### src/rtl/vga_timing_pkg.sv
// vga_timing_pkg
// Shared constants for the 800x600 raster path: default mode timing, counter
// widths and the 6-bit RGB pixel layout. Used by vga_timing and by the pixel
// sources that consume cntr_h/cntr_v.
package vga_timing_pkg;

   // 800x600@72 with a 50 MHz pixel clock
   localparam int H_VISIBLE_DEF = 800;
   localparam int H_FRONT_DEF   = 56;
   localparam int H_SYNC_DEF    = 120;
   localparam int H_BACK_DEF    = 64;
   localparam int V_VISIBLE_DEF = 600;
   localparam int V_FRONT_DEF   = 37;
   localparam int V_SYNC_DEF    = 6;
   localparam int V_BACK_DEF    = 23;
   localparam int HSYNC_POL_DEF = 1;
   localparam int VSYNC_POL_DEF = 1;

   localparam int H_WIDTH   = 11;
   localparam int V_WIDTH   = 10;
   localparam int RGB_WIDTH = 6;

   // DAC pin order {R[1:0],G[1:0],B[1:0]}
   typedef struct packed {
      logic [1:0] r;
      logic [1:0] g;
      logic [1:0] b;
   } rgb_t;

   function automatic int axis_total(input int visible, input int front,
                                     input int sync, input int back);
      return visible + front + sync + back;
   endfunction

endpackage

### src/rtl/vga_axis_counter.sv
// vga_axis_counter
// One raster axis: a wrapping position counter plus decode of the visible
// region and the sync window for that axis.
// Ports:
//   clk, rst  pixel clock, asynchronous active-high reset
//   inc       advance the count this clock
//   count     current position, 0..TOTAL-1
//   wrap      inc is set and count is at TOTAL-1 (count returns to 0 next)
//   visible   count < VISIBLE
//   in_sync   count in [VISIBLE+FRONT, VISIBLE+FRONT+SYNC)
module vga_axis_counter
   import vga_timing_pkg::*;
#(
   parameter int VISIBLE = H_VISIBLE_DEF,
   parameter int FRONT   = H_FRONT_DEF,
   parameter int SYNC    = H_SYNC_DEF,
   parameter int BACK    = H_BACK_DEF,
   parameter int WIDTH   = H_WIDTH
) (
   input  logic             clk,
   input  logic             rst,
   input  logic             inc,
   output logic [WIDTH-1:0] count,
   output logic             wrap,
   output logic             visible,
   output logic             in_sync
);

   localparam int TOTAL      = axis_total(VISIBLE, FRONT, SYNC, BACK);
   localparam int SYNC_START = VISIBLE + FRONT;
   localparam int SYNC_END   = SYNC_START + SYNC;

   // One extra bit so a window ending exactly at 2**WIDTH still compares
   // correctly.
   localparam logic [WIDTH:0] LAST_C       = (WIDTH+1)'(TOTAL - 1);
   localparam logic [WIDTH:0] VISIBLE_C    = (WIDTH+1)'(VISIBLE);
   localparam logic [WIDTH:0] SYNC_START_C = (WIDTH+1)'(SYNC_START);
   localparam logic [WIDTH:0] SYNC_END_C   = (WIDTH+1)'(SYNC_END);

   if (TOTAL < 1 || TOTAL > (1 << WIDTH)) begin : g_bad_total
      $error("vga_axis_counter: axis total does not fit the counter width");
   end

   logic [WIDTH:0] count_x;

   assign count_x = {1'b0, count};
   assign wrap    = inc && (count_x == LAST_C);
   assign visible = (count_x < VISIBLE_C);
   assign in_sync = (count_x >= SYNC_START_C) && (count_x < SYNC_END_C);

   always_ff @(posedge clk or posedge rst) begin
      if (rst) begin
         count <= '0;
      end else if (inc) begin
         count <= wrap ? '0 : count + WIDTH'(1);
      end
   end

endmodule

### src/rtl/vga_timing.sv
// vga_timing
// Raster timing generator and registered pixel output stage.
// The h/v counters drive cntr_h/cntr_v straight from registers; the pixel
// source answers combinationally on pixel_in, and one output register stage
// captures rgb, blank, hsync, vsync and frame_start for that same position,
// so all five outputs are aligned one clock behind the counters.
// Ports:
//   clk, rst     pixel clock, asynchronous active-high reset
//   pixel_in     6-bit pixel for the current cntr_h/cntr_v
//   cntr_h       horizontal position 0..H_TOTAL-1
//   cntr_v       vertical position 0..V_TOTAL-1
//   rgb          registered pixel {R[1:0],G[1:0],B[1:0]}, 0 when blanked
//   hsync/vsync  registered syncs at the configured polarity
//   blank        registered, 1 outside the visible area
//   frame_start  one-cycle pulse with output pixel (0,0)
module vga_timing
   import vga_timing_pkg::*;
#(
   parameter int   H_VISIBLE = H_VISIBLE_DEF,
   parameter int   H_FRONT   = H_FRONT_DEF,
   parameter int   H_SYNC    = H_SYNC_DEF,
   parameter int   H_BACK    = H_BACK_DEF,
   parameter int   V_VISIBLE = V_VISIBLE_DEF,
   parameter int   V_FRONT   = V_FRONT_DEF,
   parameter int   V_SYNC    = V_SYNC_DEF,
   parameter int   V_BACK    = V_BACK_DEF,
   parameter logic HSYNC_POL = 1'(HSYNC_POL_DEF),
   parameter logic VSYNC_POL = 1'(VSYNC_POL_DEF)
) (
   input  logic                 clk,
   input  logic                 rst,
   input  logic [RGB_WIDTH-1:0] pixel_in,
   output logic [H_WIDTH-1:0]   cntr_h,
   output logic [V_WIDTH-1:0]   cntr_v,
   output logic [RGB_WIDTH-1:0] rgb,
   output logic                 hsync,
   output logic                 vsync,
   output logic                 blank,
   output logic                 frame_start
);

   logic [H_WIDTH-1:0] h_count;
   logic [V_WIDTH-1:0] v_count;
   logic               h_wrap;
   logic               h_visible;
   logic               h_in_sync;
   logic               v_wrap_unused;
   logic               v_visible;
   logic               v_in_sync;
   logic               visible;
   rgb_t               rgb_q;

   vga_axis_counter #(
      .VISIBLE (H_VISIBLE),
      .FRONT   (H_FRONT),
      .SYNC    (H_SYNC),
      .BACK    (H_BACK),
      .WIDTH   (H_WIDTH)
   ) u_h_axis (
      .clk     (clk),
      .rst     (rst),
      .inc     (1'b1),
      .count   (h_count),
      .wrap    (h_wrap),
      .visible (h_visible),
      .in_sync (h_in_sync)
   );

   // The vertical axis steps once per line, so vsync is line-granular and
   // changes on the same clock the line wraps.
   vga_axis_counter #(
      .VISIBLE (V_VISIBLE),
      .FRONT   (V_FRONT),
      .SYNC    (V_SYNC),
      .BACK    (V_BACK),
      .WIDTH   (V_WIDTH)
   ) u_v_axis (
      .clk     (clk),
      .rst     (rst),
      .inc     (h_wrap),
      .count   (v_count),
      .wrap    (v_wrap_unused),
      .visible (v_visible),
      .in_sync (v_in_sync)
   );

   assign visible = h_visible && v_visible;
   assign cntr_h  = h_count;
   assign cntr_v  = v_count;
   assign rgb     = rgb_q;

   always_ff @(posedge clk or posedge rst) begin
      if (rst) begin
         rgb_q       <= '0;
         blank       <= 1'b1;
         hsync       <= ~HSYNC_POL;
         vsync       <= ~VSYNC_POL;
         frame_start <= 1'b0;
      end else begin
         rgb_q       <= visible ? rgb_t'(pixel_in) : '0;
         blank       <= ~visible;
         hsync       <= h_in_sync ? HSYNC_POL : ~HSYNC_POL;
         vsync       <= v_in_sync ? VSYNC_POL : ~VSYNC_POL;
         frame_start <= (h_count == '0) && (v_count == '0);
      end
   end

endmodule
### config.mk
export PLATFORM = sky130hd
export DESIGN_NAME = vga_timing
export DESIGN_NICKNAME = d
export VERILOG_FILES = /design/src/rtl/vga_timing_pkg.sv /design/src/rtl/vga_axis_counter.sv /design/src/rtl/vga_timing.sv
export SDC_FILE = /design/constraint.sdc
export NUM_CORES = 1
export LEC_CHECK = 0
export CAP_MARGIN = 10
export CORE_ASPECT_RATIO = 0.9
export CORE_UTILIZATION = 45
export CTS_CLUSTER_DIAMETER = 50
export DETAILED_ROUTE_END_ITERATION = 10
export PLACE_DENSITY = 0.82
export RECOVER_POWER = 25
export SLEW_MARGIN = 20
export SYNTH_ARGS = -nofsm -noshare
export SYNTH_HDL_FRONTEND = slang
export SYNTH_SLANG_ARGS = --single-unit
### constraint.sdc
create_clock -name clk -period 2.06 [get_ports clk]
set_input_delay 0.515 -clock clk [delete_from_list [all_inputs] [get_ports clk]]
set_output_delay 0.515 -clock clk [all_outputs]
set_load 0.01 [all_outputs]
==> flow_metrics.py <==
metrics = {
    "critical_path": {
        "critical_path_class": "reg2out",
        "arrival_ps": 1440,
        "rr_startpoint": "u_h_axis.count[0]",
        "crit_slowest_cell": "clkdlybuf4s50_1",
        "critical_path.startpoint_type": "flip-flop",
        "cp_cell_sequence": "clkdlybuf4s50_1",
        "critPathCapture": "cntr_h[10]",
        "rrSetupSlack_ps": 190,
        "max_stage_delay_ps": 610,
        "worstSetupStartpoint": "u_h_axis.count[10]",
        "worstPathMaxFanout": 10,
        "reg2reg_depth": 5,
        "timing.rr.end": "u_v_axis.count[9]",
        "cp.depth": 1,
        "crit_family": "buffers and inverters",
        "critPathCaptureType": "output pin",
        "cp.buffers_inverters": 1,
        "required_ps": 1540,
    },
    "grt": {
        "grt_pass1_wl_mm": 5.313,
        "grt_max_degree": 32,
        "grt_pass1_vias": 1144,
        "antenna_found_initial": 0,
        "grtUsageTotal": 0.1914,
        "grt_remaining_overflow": 0,
    },
    "clock_tree": {
        "cts_tree": "yes",
        "cts_root_buffer": "clkbuf_8",
        "cts_hold_buffers": 0,
        "insertion_delay_ps": 280,
        "htree_levels": 2,
        "cts_num_sinks": 31,
        "cts_buffers": 5,
        "cts_resized": 0,
        "clk_pin_slew_ps": 60,
        "post_cts_buffers": 0,
        "cts_buffer_depth": 2,
    },
    "detailed_routing": {
        "drt-total-wl_mm": 3.235,
        "viasPerCell": 5.440,
        "dr.first_iter.drc_count": 31,
        "routedWlPerCell_um": 13.94,
        "wl_met2_mm": 1.476,
        "ant_nets": 0,
        "drtPass1Iterations": 4,
        "num_vias": 1262,
        "top_layer": "met4",
        "dr_wl_met3_um": 214,
        "wl_met1_mm": 1.512,
        "drc": 0,
    },
    "floorplanning": {
        "die_area_um2": 3730,
        "coreArea_um2": 3186,
        "start_util": 0.4929,
        "ios": 39,
        "die_w_um": 64.27,
        "die_h_um": 58.04,
        "rows": 19,
    },
    "synth": {
        "synth_cell_types": 41,
        "yosys_register_bits": 31,
        "synth_edf_count": 0,
        "synth_ff_type": "dfrtp_1",
        "netlist_top_cells_area": "dfrtp_1 (48%), ha_1 (4.8%), xnor2_1 (3.3%), nand3_1 (2.9%), nand2_1 (2.9%)",
        "ys.warnings.count": 0,
        "postSynthCellCount": 148,
        "netlist_area_um2": 1570,
        "ys_seq_area_frac": 0.4948,
        "avgSynthCellArea_um2": 10.61,
        "synth_area_leader_cell": "dfrtp_1",
        "async_flop_share": 1.000,
        "synth_nets": 162,
        "synth.top_cell.area_share": 0.4781,
    },
    "sta": {
        "max_slew.worst_pin.slew_ps": 727.2,
        "hold_violations": 0,
        "hold_slack_ps": 546.3,
        "finalCritPeriodShare": 0.9502,
        "period_minus_slack_ps": 1957,
        "fmax_ghz": 0.5109,
        "relSlewSlack": 0.5152,
        "fin_tns_setup_ps": 0,
        "clock_skew_ps": 4.183,
        "drv_slew": 0,
        "finalSetupViolations": 0,
        "rsz0062_at_grt": "no",
    },
    "finish": {
        "design_area_um2": 2088,
        "antennaDiodeCount": 0,
        "nets": 203,
        "final_cells": 232,
        "layout-drive-gt1-share": 0.1158,
        "area_delta_synth_final_pct": 32.99,
    },
    "power_and_ir_drop": {
        "peakVddDrop_uv": 376.7,
        "total_power_mw": 1.268,
        "leakagePower_nw": 0.9127,
        "p_per_area_nw_per_um2": 607.1,
    },
    "place": {
        "place.gp.congestion": 0.8724,
        "numPortBuffers": 38,
        "placed_area_um2": 1973,
        "hpwlAfterDp_mm": 2.276,
        "dp_cells": 224,
    },
    "hold_path": {
        "hp-class": "reg2reg",
    },
    "flow_run": {
        "drv_cap": 0,
    },
    "status": {
        "status": "completed",
    },
}
-- cell families after synthesis --
group,count (synthesis),synth area share
and+or+nand+nor,66,0.2693
DFF,31,0.4948
muxes,1,0.006375
buffers and inverters,14,0.04781
xor gates and xnor gates,11,0.06135
AOI/OAI and AO/OA,19,0.07250
adders and majority gates,6,0.04781
-- power by group --
part | switching (mW) | leakage [nW] | internal, mW
logic | 0.0192 | 0.450 | 0.0245
clock network | 0.217 | 0.0612 | 0.391
registers | 0.00139 | 0.401 | 0.615
-- worst reg2reg max path: cells and delay by family, from the launching register on --
family | cells | cell delay [ps]
AND/OR/NAND/NOR | 4 | 1150
flip-flops | 1 | 430
adder cells (fa/ha/maj) | 1 | 230
-- flip-flops by register name, summed over array words and instances (netlist names) --
signal,count
rgb,6
u_v_axis.count,10
u_h_axis.count,11
frame_start,1
hsync,1
blank,1
vsync,1
-- through the flow --
stage | utilization | worst slack, ps
2_1_floorplan | - | 288.1
3_3_place_gp | 0.6194 | 295.5
3_5_place_dp | 0.6194 | 215.2
4_1_cts | 0.6563 | 90.49
5_1_grt | 0.6555 | 19.44
6_report | 0.6555 | 102.7
-- cells in the mapped netlist, types with 2 or more instances --
master / count
or4_1: 2
dfrtp_1: 30
xor2_1: 5
ha_1: 6
nor2_1: 7
nand2_1: 12
and4_1: 2
o21ai_0: 7
clkbuf_2: 2
nor3_1: 3
inv_1: 8
a31oi_1: 4
xnor2_1: 6
or3_1: 3
a21oi_1: 5
nand3_1: 9
and2_1: 7
nand4_1: 4
buf_6: 2
and4_2: 3
-- placed cells by master, fill, tap and decap left out, types with 2 or more instances in the layout --
master | netlist | final
a21oi_1 | 5 | 5
a31oi_1 | 4 | 4
and2_1 | 7 | 7
and4_1 | 2 | 2
and4_2 | 3 | 3
clkbuf_8 | 0 | 6
clkdlybuf4s50_1 | 0 | 37
dfrtp_1 | 30 | 30
ha_1 | 6 | 6
inv_1 | 8 | 8
nand2_1 | 12 | 12
nand3_1 | 9 | 9
nand4_1 | 4 | 4
nor2_1 | 7 | 7
nor3_1 | 3 | 3
o21ai_0 | 7 | 7
or3_1 | 3 | 3
or4_1 | 2 | 2
xnor2_1 | 6 | 6
xor2_1 | 5 | 5
-- area by class of cell --
class	count	area, µm²
Multi-Input combinational cell	103	718.2
Timing Repair Buffer	40	392.9
Clock inverter	2	35.03
Inverter	8	30.03
Tap cell	42	52.55
Sequential cell	31	777.0
Clock buffer	6	82.58
Fill cell	260	1097
-- worst min path at each step --
| stage | from | end | cells after the start | slack, ps |
|---|---|---|---|---|
| floorplan | u_h_axis.count[0] | u_h_axis.count[0] | 1 | 540 |
| global placement | u_h_axis.count[0] | u_h_axis.count[0] | 1 | 500 |
| detailed placement | u_h_axis.count[0] | u_h_axis.count[0] | 1 | 530 |
| CTS | u_h_axis.count[0] | u_h_axis.count[0] | 1 | 540 |
| global route | u_h_axis.count[0] | u_h_axis.count[0] | 1 | 580 |
| finish | u_h_axis.count[0] | u_h_axis.count[0] | 1 | 550 |
-- layer usage --
metal | up-vias | global-route usage
li1 | 606 | -
met1 | 602 | 0.2552
met2 | 50 | 0.2872
met3 | 4 | 0.06496
met4 | 0 | 0.07937
met5 | - | 0
Power figures use the tool's default switching activity.
